[config.mk]
export PLATFORM = sky130hd
export DESIGN_NAME = dout_frame_capture
export DESIGN_NICKNAME = d
export VERILOG_FILES = /design/src/rtl/dout_frame_capture_pkg.sv /design/src/rtl/dout_frame_capture_frame_shifter.sv /design/src/rtl/dout_frame_capture.sv
export SDC_FILE = /design/constraint.sdc
export NUM_CORES = 1
export LEC_CHECK = 0
export BUFFER_PORTS_ARGS = -buffer_cell sky130_fd_sc_hd__buf_2
export CAP_MARGIN = 20
export CORE_ASPECT_RATIO = 1.4
export CORE_MARGIN = 3
export CORE_UTILIZATION = 35
export DETAILED_ROUTE_END_ITERATION = 8
export GPL_TIMING_DRIVEN = 0
export SLEW_MARGIN = 10
export SYNTH_ARGS = -nofsm -noshare
export SYNTH_HDL_FRONTEND = slang
export SYNTH_HIERARCHICAL = 1
export SYNTH_SLANG_ARGS = --single-unit
export TNS_END_PERCENT = 5
[constraint.sdc]
create_clock -name SYS_CLK -period 7.97 [get_ports SYS_CLK]
set_clock_uncertainty 0.05 [all_clocks]
set_input_delay 0 -clock SYS_CLK [delete_from_list [all_inputs] [get_ports SYS_CLK]]
set_output_delay 0 -clock SYS_CLK [all_outputs]
set_load 0.01 [all_outputs]
[src/rtl/dout_frame_capture_pkg.sv]
// dout_frame_capture_pkg: shared state encoding, FIFO word field offsets and error bit indices.
package dout_frame_capture_pkg;
    typedef enum logic [1:0] {IDLE, REQ, SHIFT, WRITE} state_t;
    localparam int FRM_MSB = 63;
    localparam int FRM_LSB = 48;
    localparam int OVF_BIT = 47;
    localparam int TMO_BIT = 46;
    localparam int CH1_LSB = 20;
    localparam int ERR_OVF = 0;
    localparam int ERR_TMO = 1;
    localparam int ERR_CMS = 2;
endpackage

[src/rtl/dout_frame_capture_frame_shifter.sv]
// frame_shifter: serial-to-parallel shift register and bit counter for one DOUT frame.
module frame_shifter
    import dout_frame_capture_pkg::*;
#(
    parameter int NB = 40
) (
    input  logic          i_clk,
    input  logic          i_rst,
    input  logic          i_clr,
    input  logic          i_load,
    input  logic          i_shift,
    input  logic          i_bit,
    output logic [NB-1:0] o_word,
    output logic          o_done
);
    localparam int CW = $clog2(NB + 1);
    // Only NB-1 bits are stored; the final bit is taken straight from the input so the word is ready on the done cycle.
    logic [NB-2:0] r_data;
    logic [CW-1:0] r_cnt;
    assign o_word = {r_data, i_bit};
    assign o_done = i_shift && (r_cnt == CW'(NB - 1));
    always_ff @(posedge i_clk or posedge i_rst) begin
        if (i_rst) begin
            r_data <= '0;
            r_cnt  <= '0;
        end else if (i_clr) begin
            r_data <= '0;
            r_cnt  <= '0;
        end else if (i_load) begin
            r_data <= (NB - 1)'(i_bit);
            r_cnt  <= CW'(1);
        end else if (i_shift) begin
            r_data <= o_word[NB-2:0];
            r_cnt  <= r_cnt + 1'b1;
        end
    end
endmodule

[src/rtl/dout_frame_capture.sv]
// dout_frame_capture: CONV-triggered DOUT readout that packs two samples plus frame metadata
// into one 64-bit FIFO word, with FIFO fill flag and sticky error reporting.
module dout_frame_capture
    import dout_frame_capture_pkg::*;
#(
    parameter int SAMPLE_W = 20,
    parameter int NCH      = 2,
    parameter int TIMEOUT  = 4096,
    parameter int CNT_W    = 10
) (
    input  logic             SYS_CLK,
    input  logic             RST,
    input  logic             CONV,
    input  logic             DVALID_BAR,
    input  logic             DOUT,
    output logic             DXMIT_BAR,
    output logic             wr_en,
    output logic [63:0]      data2pipe,
    input  logic             fifo_full,
    input  logic [CNT_W-1:0] fifo_wr_cnt,
    input  logic [CNT_W-1:0] fifo_th,
    output logic             fifo_flag,
    output logic [15:0]      frame_cnt,
    output logic [2:0]       err,
    output logic             busy
);
    localparam int NB = NCH * SAMPLE_W;
    localparam int TW = $clog2(TIMEOUT + 1);
    state_t          r_state;
    logic            r_conv_q;
    logic [TW-1:0]   r_idle;
    logic            w_rise;
    logic            w_valid;
    logic            w_done;
    logic [NB-1:0]   w_frame;
    logic [63:0]     w_word;
    assign w_rise  = CONV & ~r_conv_q;
    assign w_valid = ~DVALID_BAR;
    assign wr_en   = (r_state == WRITE) && !fifo_full;
    assign busy    = (r_state != IDLE);
    frame_shifter #(.NB(NB)) u_shifter (
        .i_clk  (SYS_CLK),
        .i_rst  (RST),
        .i_clr  (r_state == IDLE),
        .i_load (r_state == REQ && w_valid),
        .i_shift(r_state == SHIFT && w_valid),
        .i_bit  (DOUT),
        .o_word (w_frame),
        .o_done (w_done)
    );
    // Channel 0 arrives first, so it sits in the upper half of the shifted frame.
    always_comb begin
        w_word                          = '0;
        w_word[FRM_MSB:FRM_LSB]         = frame_cnt;
        w_word[OVF_BIT]                 = err[ERR_OVF];
        w_word[TMO_BIT]                 = err[ERR_TMO];
        w_word[CH1_LSB +: SAMPLE_W]     = w_frame[SAMPLE_W-1:0];
        w_word[0 +: SAMPLE_W]           = w_frame[NB-1 -: SAMPLE_W];
    end
    always_ff @(posedge SYS_CLK or posedge RST) begin
        if (RST) begin
            r_state   <= IDLE;
            r_conv_q  <= 1'b1;
            r_idle    <= '0;
            DXMIT_BAR <= 1'b1;
            data2pipe <= '0;
            fifo_flag <= 1'b0;
            frame_cnt <= '0;
            err       <= '0;
        end else begin
            r_conv_q  <= CONV;
            fifo_flag <= (fifo_th != '0) && (fifo_wr_cnt >= fifo_th);
            if (w_rise && r_state != IDLE) err[ERR_CMS] <= 1'b1;
            case (r_state)
                IDLE: if (w_rise) begin
                    r_state   <= REQ;
                    DXMIT_BAR <= 1'b0;
                    r_idle    <= '0;
                end
                REQ, SHIFT: if (w_valid) begin
                    r_idle <= '0;
                    if (w_done) begin
                        r_state   <= WRITE;
                        DXMIT_BAR <= 1'b1;
                        data2pipe <= w_word;
                    end else begin
                        r_state <= SHIFT;
                    end
                end else if (r_idle == TW'(TIMEOUT - 1)) begin
                    err[ERR_TMO] <= 1'b1;
                    DXMIT_BAR    <= 1'b1;
                    r_state      <= IDLE;
                end else begin
                    r_idle <= r_idle + 1'b1;
                end
                WRITE: begin
                    frame_cnt <= frame_cnt + 16'd1;
                    if (fifo_full) err[ERR_OVF] <= 1'b1;
                    r_state <= IDLE;
                end
            endcase
        end
    end
endmodule

# After elaboration in Yosys (flattened, before gate mapping)
# Cells that the tools add are included.
# word_totals
latch_bits,0
rom_bits,0
elab_cells,67
mem_count,0
output_inout_bits,87
reg_bits,140
mem_bits_rw,0
in_bits,26
# op_classes
n_addsub,3
magnitude_cmp,1
n_mul,0
bitwise_logic,3
shifts,0
div,0
eq_ne,9
n_mux,20
n_reduce_logical,19
# ops
cell,count
39-bit two-way mux,3
13-bit two-way mux,3
13-bit case mux with 2 select lines,1
6-bit two-way mux,3
"16-bit by 1-bit adder with 16-bit output, second input constant",1
"13-bit by 1-bit adder with 13-bit output, second input constant",1
"13-bit by 12-bit equality test with 1-bit output, second input constant",1
10-bit >= comparator,1
10-bit nonzero test,1
3-bit AND reduction,3
"6-bit by 1-bit adder with 6-bit output, second input constant",1
"6-bit equality test, second input constant",1
1-bit logical AND,6
2-bit two-way mux,3
"3-bit != test, second input constant",2
2-bit case mux with 3 select lines,1
1-bit two-way mux,5
"2-bit equality test, second input constant",2
2-bit AND reduction,2
4-bit AND reduction,1
2-bit nonzero test,2
"3-bit by 2-bit != test with 1-bit output, second input constant",1
3-bit nonzero test,1
"2-bit by 1-bit equality test with 1-bit output, second input constant",1
other kinds (7),8

# Depth between registers and ports, before layout
# Gate-level depths: netlist of the first run.
# depth
word_depth,6
mapped_depth,11
mapped_depth_nobuf,8

# Cells and area by module
# The synthesis of the first run kept the hierarchy.
# by_module_without_submodules
module,area_each_um2,instances,seq_area_each_um2,cells_per_inst
dout_frame_capture,4297.9,1,2379.8,343
frame_shifter,1871.8,1,1126.1,159

# Least setup slack after synthesis of the first run
# Ideal clock, no wire load.
# synth_timing
kind,register -> register
from,reg r_state[0]
to,reg data2pipe[0]
t_required_ns,7.795
period_less_slack_ns,2.193
slack_ns,5.777
n_path_buf,3
arrival_time_ns,2.019
setup_time_ns,0.125
stages_incl_launch_ff,11
path_cell_list,dfrtp_1 inv_1 ha_1 nor2b_1 buf_4 nand3_1 nor4b_1 nand2_1 buf_2 clkbuf_8 mux2_2
# synth_between
elab_chain_cells,4
elab_cells_between_ends,6
cone_classes,eq/ne (2); reduce/logical (4)
# synth_rtl
item,line_no,source
from (decl),dout_frame_capture.sv:29,state_t r_state;
from (signal assigned),dout_frame_capture.sv:62,r_state <= IDLE;
from (signal assigned),dout_frame_capture.sv:76,r_state <= REQ;
from (signal assigned),dout_frame_capture.sv:83,r_state <= WRITE;
2-bit equality test,dout_frame_capture.sv:46,".i_shift(r_state == SHIFT && w_valid),"
1-bit logical AND,dout_frame_capture.sv:46,
1-bit logical AND,dout_frame_capture_frame_shifter.sv:21,assign o_done = i_shift && (r_cnt == CW'(NB - 1));
named net w_done,dout_frame_capture.sv:34,logic w_done;
3-bit AND reduction (no line),-,
to (signal assigned),dout_frame_capture.sv:85,data2pipe <= w_word;
to (decl),dout_frame_capture.sv:18,"output logic [63:0] data2pipe,"
# The timed path passes the listed nets, and every way through them passes these cells.
# A chain may end at the register's enable or synchronous reset.

# Final worst setup path of the first run
# layout_timing
from,reg r_state[0]
to,reg data2pipe[6]
# The elaborated chain is that of the path after synthesis.

==> results of run 1 <==
==> state kept, by name, summed over array words and instances (netlist names), 2 cells and up <==
| register | cells |
|---|---|
| r_state | 2 |
| data2pipe | 58 |
| frame_cnt | 16 |
| err | 3 |
| r_idle | 13 |
| u_shifter/r_cnt | 6 |
| u_shifter/r_data | 39 |
==> final timing paths <==
check,end,slack [ns],cells after the start,startpoint
setup / recovery,data2pipe[6],5.32,10,r_state[0]
hold / removal,u_shifter/r_data[6],0.06,3,RST
setup reg to reg,data2pipe[6],5.32,10,r_state[0]
hold reg to reg,err[2],0.41,1,err[2]
max in group asynchronous,r_conv_q,7.05,4,RST
min in group SYS_CLK,r_conv_q,0.21,2,CONV
==> kinds of logic (layout without fill, tap and decap cells) <==
group	after synthesis	count (layout)	synth area share (%)
other	1	6	0.06078
DFF	140	140	56.82
AOI/OAI and AO/OA	44	44	4.867
adders and majority gates	17	17	3.448
xor gates and xnor gates	19	19	2.697
muxes	100	100	17.52
buffers and inverters	43	191	3.894
and+or+nand+nor	138	138	10.69
==> stage by stage <==
step,power [mW],util (%),cells
3_5_place_dp,1.170,41.46,847
6_report,2.043,45.90,887
5_1_grt,2.154,45.90,887
2_1_floorplan,1.062,-,507
3_3_place_gp,1.156,41.17,845
4_1_cts,2.073,45.90,887
==> cells in the final DEF (no fill, tap or decap), types with 3 or more instances in the layout <==
| cell | instances |
|---|---|
| ha_1 | 17 |
| xor2_1 | 9 |
| xnor2_1 | 10 |
| o21ai_0 | 11 |
| a21oi_1 | 9 |
| dlygate4sd3_1 | 9 |
| dfrtp_1 | 138 |
| inv_1 | 14 |
| nand2_1 | 29 |
| mux2i_1 | 39 |
| nor2_1 | 58 |
| clkbuf_16 | 17 |
| conb_1 | 6 |
| buf_2 | 119 |
| nand3_1 | 14 |
| buf_4 | 8 |
| nor2b_1 | 5 |
| nor3_1 | 3 |
| o21ai_1 | 3 |
| buf_6 | 3 |
| a21o_1 | 3 |
| and3_1 | 4 |
| mux2_2 | 60 |
| nand4_1 | 10 |
| bufinv_16 | 6 |
==> synth_stat cells (2+ instances only) <==
library cell	number	area share [%]
dfstp_2	2	0.85
o21ai_1	3	0.24
nor4_1	2	0.20
clkbuf_1	2	0.12
buf_2	13	1.1
o21ai_0	11	0.89
nor2_1	58	3.5
mux2_2	60	11
nor2b_1	5	0.51
a21oi_1	9	0.73
xor2_1	9	1.3
mux2i_1	39	6.3
nand4_1	10	1.0
buf_4	8	0.97
xnor2_1	10	1.4
ha_1	17	3.4
buf_6	3	0.55
dfrtp_1	138	56
nand2b_1	2	0.20
a21o_1	3	0.37
nor3_1	3	0.24
and3_1	4	0.41
o21a_1	2	0.24
inv_1	16	0.97
nand2_1	29	1.8
nand3_1	14	1.1
and4_4	2	0.37
a22o_1	2	0.28
==> what timing repair did <==
action                                  CTS  global route
hold buffers                              9             0
endpoints found under the setup margin    0             0
endpoints found under the hold margin    87             0
==> where the power goes <==
| part | total (mW) | switching (mW) | internal [mW] | leakage [nW] |
|---|---|---|---|---|
| clock | 0.887 | 0.300 | 0.586 | 0.320 |
| sequential | 0.783 | 0.0386 | 0.745 | 1.92 |
| combinational | 0.373 | 0.219 | 0.155 | 1.78 |
==> final cells by class <==
type | count | area, µm²
fillers | 1584 | 9211
flip-flops and latches | 140 | 3506
multi-input cells | 324 | 2442
repair buffers | 117 | 668.1
clock buffers | 17 | 425.4
well taps | 232 | 290.3
clock inverters | 14 | 240.2
plain buffers | 27 | 180.2
inverters | 16 | 62.56
==> layer usage <==
metal | global-route usage (%) | up-vias
li1 | - | 1998
met1 | 15.51 | 2068
met2 | 24.54 | 102
met3 | 4.849 | 16
met4 | 5.067 | 0
met5 | 0 | -
==> tightest hold or removal path: cells and delay by family <==
kind	cells	cell delay (ns)
buffers and inverters	3	0.92
==> summary.md, run 1 <==
| Metric | Value |
|---|---|
| Status | `completed` |
| Routed wire length | `12610 µm` |
| Critical-path cell list | `inv_1 > ha_1 > nor2b_1 > buf_4 > nand3_1 > nor4b_1 > nand2_1 > buf_2 > clkbuf_8 > mux2_2` |
| CP Class | `reg2reg` |
| DP Worst Slack | `approximately 5.2 ns` |
| Pwr dens | `261.5 nW/µm²` |
| H-tree depth | `4` |
| Hold WS | `0.05800 ns` |
| DR pass1 iterations | `6` |
| Routed met3 length | `just over 800 µm` |
| Peak VDD IR | `139.0 µV` |
| Die Y | `163.1 µm` |
| Synthesized area | `~6200 µm²` |
| Final WS setup | `approximately 5.3 ns` |
| Initial drt markers | `137` |
| Die width | `about 120 µm` |
| Post-synth EDFFs | `0` |
| # resized after CTS | `0` |
| Crit path max-delay family | `simple AND/OR/NAND/NOR gates` |
| Max-cap violations | `0` |
| #FFs+latches synth | `140` |
| Setup fix buffers added after clock tree synthesis | `0` |
| Die ar. | `roughly 19000 µm²` |
| Prevailing post-synth register cell | `dfrtp_1` |
| CTS tree | `done` |
| GPL Wtd Cong | `around 0.8` |
| Area grow syn2layout | `26.67%` |
| Ports | `113` |
| DPL Wire Length | `between 9000 and 10000 µm` |
| CP max FO | `10` |
| Skew-Pair Late Insertion Delay | `0.41 ns` |
| Worst EP arrival | `roughly 2.9 ns` |
| RSZ-0062 raised after global routing | `false` |
| Num CTS Buffers | `17` |
| Gr usage total | `around 14%` |
| Avg Vias per Cell | `4.717` |
| Wl on met1 | `~5000 µm` |
| WP data required | `8.21 ns` |
| Via count | `4184` |
| Initial antenna violation count | `0` |
| Endpoint class of the critical path | `flop` |
| Largest net degree at the start of global routing | `65` |
| Diode count | `0` |
| Final Hold Vio Count | `0` |
| Final worst path period share | `33.23%` |
| Post-route DRC | `0` |
| Antenna-violating nets left | `0` |
| Layout Nets | `686` |
| Worst setup SP type | `flop` |
| CP peak stage delay | `approximately 0.42 ns` |
| Rows | `56` |
| Final Setup Violations | `0` |
| Reg clk slew, reported paths | `0.06 ns` |
| Buf+Inv Stages, Crit Path | `4` |
| Final max-slew violation count | `0` |
| CTS max path bufs | `2` |
| Area post-placement | `about 7100 µm²` |
| Post-synthesis sequential area ratio | `between 50% and 60%` |
| Asr flop ratio synth | `100.0%` |
| Share of cells above drive strength 1 | `36.79%` |
| DR top layer | `met4` |
| Met2 routed WL | `6598 µm` |
| Sink Count | `140` |
| First-pass GRT wire length | `21740 µm` |
| Initial Util | `36.24%` |
| Critical path's slowest cell | `nor4b_1` |
| Fin crit period | `2.648 ns` |
| Global route total overflow | `0` |
| Syn. warnings | `6` |
| Setup TNS | `0 ns` |
| CTS root buf | `clkbuf_16` |
| Vias in the first global route | `4514` |
| Syn avg cell area | `12.29 µm²` |
| Peak Freq | `377.6 MHz` |
| Number of port buffers | `about 110` |
| Synth cell types | `54` |
| Synthesized instance count | `502` |
| Total leakage power | `4.024 nW` |
| Average wire per standard cell | `roughly 14 µm` |
| HP Class | `in2async` |
| Fin area | `7815 µm²` |
| Area of the core | `17030 µm²` |
Note: power is estimated with default switching activity, not from simulation.
==> inputs of run 2 (changes only) <==
- clock period: 7.97 -> 2.54 ns (I/O delays scaled with it)
==> summary.md, run 2 (same netlist as run 1, synthesis figures left out) <==
| Metric | Value |
|---|---|
| CTS max path bufs | `2` |
| Most frequent cells in the layout | `dfrtp_1 (138), buf_2 (118), mux2_2 (60)` |
| GPL Wtd Cong | `~0.79` |
| Peak Freq | `around 430 MHz` |
| CP max FO | `10` |
| Global route total overflow | `0` |
| Max reg flops | `58` |
| Worst setup SP type | `flop` |
| Diode count | `0` |
| Total leakage power | `4.057 nW` |
| HP Class | `in2async` |
| Sink Count | `140` |
| DR pass1 iterations | `4` |
| Fin crit period | `2.331 ns` |
| Avg Vias per Cell | `about 4.7` |
| Routed wire length | `12700 µm` |
| Final Setup Violations | `0` |
| Vias in the first global route | `4520` |
| DP Worst Slack | `-0.2297 ns` |
| Share of cells above drive strength 1 | `37.67%` |
| Fin area | `roughly 7900 µm²` |
| Final WS setup | `about 0.21 ns` |
| Ports | `113` |
| Max-cap violations | `0` |
| Final Hold Vio Count | `0` |
| Die width | `118.2 µm` |
| Peak VDD IR | `about 440 µV` |
| Rows | `56` |
| Pwr dens | `816.2 nW/µm²` |
| CP Class | `reg2reg` |
| CTS root buf | `clkbuf_16` |
| Antenna-violating nets left | `0` |
| Status | `completed` |
| FILL cells | `roughly 1600` |
| Number of port buffers | `106` |
| Top reg by flops | `data2pipe` |
| Layout Nets | `692` |
| Endpoint class of the critical path | `flop` |
| Num CTS Buffers | `17` |
| Area post-placement | `7059 µm²` |
| Reg clk slew, reported paths | `0.06 ns` |
| WP data required | `around 2.8 ns` |
| Via count | `4204` |
| CTS tree | `done` |
| H-tree depth | `4` |
| Final worst path period share | `91.77%` |
| Commonest non-fill, non-tap cell in the layout | `dfrtp_1` |
| Average wire per standard cell | `approximately 14 µm` |
| DPL Wire Length | `9239 µm` |
| Die ar. | `19280 µm²` |
| Initial antenna violation count | `0` |
| Skew-Pair Late Insertion Delay | `0.41 ns` |
| Initial drt markers | `148` |
| Largest net degree at the start of global routing | `65` |
| Post-route DRC | `0` |
| Initial Util | `36.24%` |
| First-pass GRT wire length | `~22000 µm` |
| Die Y | `163.1 µm` |
| Largest registers | `data2pipe x58, u_shifter/r_data x39, frame_cnt x16` |
| Total Power | `6.431 mW` |
| Hold WS | `0.05591 ns` |
| Setup TNS | `0 ns` |
| Area grow syn2layout | `27.72%` |
| Final max-slew violation count | `0` |
| RSZ-0062 raised after global routing | `false` |
| Area of the core | `17030 µm²` |
| Worst EP arrival | `2.57 ns` |
| Gr usage total | `13.90%` |
[run 2: per-stage QoR]
stage | std cells | utilization (%)
after floorplan | 507 | -
after global placement | 845 | 41.17
after detailed placement | 847 | 41.46
after CTS | 889 | 46.02
after global routing | 893 | 46.28
final | 893 | 46.28
[run 2: path summary, 6_finish.rpt]
| check | slack [ns] | endpoint | cells past startpoint | from |
|---|---|---|---|---|
| worst max register to register | 0.21 | data2pipe[6] | 10 | r_state[0] |
| worst min register to register | 0.41 | err[2] | 1 | err[2] |
| max in group asynchronous | 1.62 | r_conv_q | 4 | RST |
| min in group SYS_CLK | 0.21 | r_conv_q | 2 | CONV |
| worst max-delay path | 0.21 | data2pipe[6] | 10 | r_state[0] |
| worst min-delay path | 0.06 | u_shifter/r_data[6] | 3 | RST |
[run 2: critical path, cell delays in order, from the launching register on]
cell and delay [ns]:
dfrtp_1 0.41, inv_1 0.09, ha_1 0.13, nor2b_1 0.12, buf_4 0.13, nand3_1 0.12, nor4b_4 0.34, nand2_2 0.13
clkbuf_4 0.23, clkbuf_8 0.20, mux2_2 0.27
[run 2: power by group]
group	switching (mW)	internal (mW)
logic	0.692	0.496
registers	0.122	2.34
clock network	0.945	1.84
[run 2: final cells by class]
cell class / instances / area [µm²] / share of cell area (%)
Tap cell: 232 / 290.3 / 3.684
Inverter: 16 / 62.56 / 0.7939
Sequential cell: 140 / 3506 / 44.49
Timing Repair Buffer: 123 / 713.2 / 9.050
Multi-Input combinational cell: 324 / 2460 / 31.22
Buffer: 27 / 182.7 / 2.318
Clock buffer: 17 / 425.4 / 5.399
Clock inverter: 14 / 240.2 / 3.049
[run 2: timing repair]
item | CTS | global route
pin swaps | 1 | 2
endpoints found under the setup margin | 59 | 40
gates resized for setup | 1 | 3
endpoints found under the hold margin | 87 | 0
setup buffers | 2 | 4
cloned | 0 | 0
hold buffers | 9 | 0
[run 2: metal layers]
layer  vias to the layer above  global-route usage, %  wire length (µm)
met1                      2077                  15.51              5054
met4                         0                  5.067               179
met3                        16                  4.849               823
met2                       101                  24.54              6643
met5                         -                      0                 0
li1                       2010                      -                 -
==> inputs of run 3 (changes only) <==
- CELL_PAD_IN_SITES_DETAIL_PLACEMENT: not set -> 1
- CELL_PAD_IN_SITES_GLOBAL_PLACEMENT: not set -> 2
- PLACE_DENSITY_LB_ADDON: not set -> 0.1
- clock period: 2.54 -> 2.98 ns (I/O delays scaled with it)
==> summary.md, run 3 (same netlist as run 1, synthesis figures left out) <==
| Metric | Value |
|---|---|
| Status | `completed` |
| Die ar. | `19280 µm²` |
| Total leakage power | `4.010 nW` |
| Avg Vias per Cell | `about 4.8` |
| Final worst path period share | `90.79%` |
| Fin crit period | `roughly 2.7 ns` |
| Reg-to-reg critical path startpoint | `r_state[0]` |
| Top reg by flops | `data2pipe` |
| Hold WS | `0.1327 ns` |
| Largest registers | `data2pipe x58, u_shifter/r_data x39, frame_cnt x16` |
| Pwr dens | `roughly 690 nW/µm²` |
| Largest net degree at the start of global routing | `59` |
| Rows | `56` |
| CP Class | `reg2reg` |
| Reg clk slew, reported paths | `roughly 0.06 ns` |
| Vias in the first global route | `~4600` |
| Average wire per standard cell | `15.75 µm` |
| Peak Freq | `roughly 370 MHz` |
| Diode count | `0` |
| Most frequent cells in the layout | `dfrtp_1 (138), buf_2 (119), mux2_2 (60)` |
| Max_slew headroom | `65.99%` |
| Peak VDD IR | `280.9 µV` |
| Final max-slew violation count | `0` |
| Layout Nets | `686` |
| Reg2reg setup slack | `approximately 0.27 ns` |
| Worst setup SP type | `flop` |
| Post-route DRC | `0` |
| Num CTS Buffers | `17` |
| Via count | `4236` |
| Die width | `about 120 µm` |
| Final core occ | `between 40% and 50%` |
| Total Power | `around 5.4 mW` |
| RSZ-0062 raised after global routing | `false` |
| Skew-Pair Late Insertion Delay | `roughly 0.42 ns` |
| Initial Util | `between 30% and 40%` |
| Worst Tran Pin Value | `0.5102 ns` |
| CTS root buf | `clkbuf_16` |
| HP Class | `in2async` |
| Max-cap violations | `0` |
| Commonest non-fill, non-tap cell in the layout | `dfrtp_1` |
| GPL Wtd Cong | `approximately 0.73` |
| Area of the core | `17030 µm²` |
| Final Hold Vio Count | `0` |
| Area grow syn2layout | `26.14%` |
| CP startpoint | `r_state[0]` |
| DP Worst Slack | `0.2126 ns` |
| Sink Count | `140` |
| DR pass1 iterations | `5` |
| Gr usage total | `15.40%` |
| FF-to-FF End | `data2pipe[5]` |
| Initial antenna violation count | `0` |
| Initial drt markers | `between 150 and 200` |
| Max reg flops | `58` |
| Number of port buffers | `106` |
| CP max FO | `10` |
| Final Setup Violations | `0` |
| Routed wire length | `13970 µm` |
| H-tree depth | `4` |
| CTS tree | `done` |
| First-pass GRT wire length | `23890 µm` |
| Final WS setup | `0.2744 ns` |
| R2R depth | `10` |
| Die Y | `about 160 µm` |
| WP data required | `3.23 ns` |
| Antenna-violating nets left | `0` |
| Worst EP arrival | `2.95 ns` |
| DPL Wire Length | `10130 µm` |
| Ports | `roughly 110` |
| CTS max path bufs | `2` |
| Share of cells above drive strength 1 | `36.64%` |
| Global route total overflow | `0` |
| Endpoint class of the critical path | `flop` |
==> run 3: repair_timing <==
| action | 4_1_cts | 5_1_grt |
|---|---|---|
| resized for setup | 0 | 0 |
| endpoints found under the hold margin | 91 | 0 |
| setup buffers | 0 | 0 |
| hold buffers | 9 | 0 |
==> run 3: where the power goes <==
part | switching [mW] | internal [mW] | leakage [nW]
Clock | 0.797 | 1.46 | 0.306
Combinational | 0.622 | 0.414 | 1.78
Sequential | 0.105 | 1.99 | 1.92
Total | 1.52 | 3.87 | 4.01
==> run 3: layout make-up <==
| class | count | area (µm²) |
|---|---|---|
| tap | 232 | 290.3 |
| multi-input combinational | 324 | 2442 |
| fill | 1875 | 9244 |
| clock buffer | 21 | 470.5 |
| sequential | 140 | 3506 |
| inverter | 16 | 62.56 |
| buffer | 27 | 180.2 |
| timing repair buffer | 117 | 668.1 |
| clock inverter | 10 | 162.7 |
==> run 3: how the worst max path moves through the flow <==
stage | to | depth (start not counted)
after detailed placement | data2pipe[3] | 10
after CTS | data2pipe[3] | 10
after floorplan | data2pipe[0] | 1
final | data2pipe[5] | 10
after global routing | data2pipe[3] | 10
after global placement | r_idle[0] | 2
==> run 3: per-layer routing <==
layer	share of wire [%]	vias to the layer above	track usage (%)
li1	-	2005	-
met1	41	2128	17.63
met2	52	89	26.98
met3	5.0	14	4.503
met4	1.3	0	6.293
met5	0	-	0
==> run 3: metrics by stage <==
| step | instances | instance area, µm² | setup TNS, ns |
|---|---|---|---|
| after global placement | 845 | 7009 | -81.06 |
| final | 887 | 7782 | 0 |
| after detailed placement | 847 | 7059 | 0 |
| after floorplan | 507 | 6188 | 0 |
| after CTS | 887 | 7782 | 0 |
| after global routing | 887 | 7782 | 0 |
==> run 3: critical path, stage by stage, from the launching register on <==
cell      delay, ns
dfrtp_1        0.41
inv_1          0.11
ha_1           0.14
nor2b_1        0.12
buf_4          0.19
nand3_1        0.11
nor4b_1        0.41
nand2_1        0.29
buf_2          0.29
clkbuf_8       0.20
mux2_2         0.27
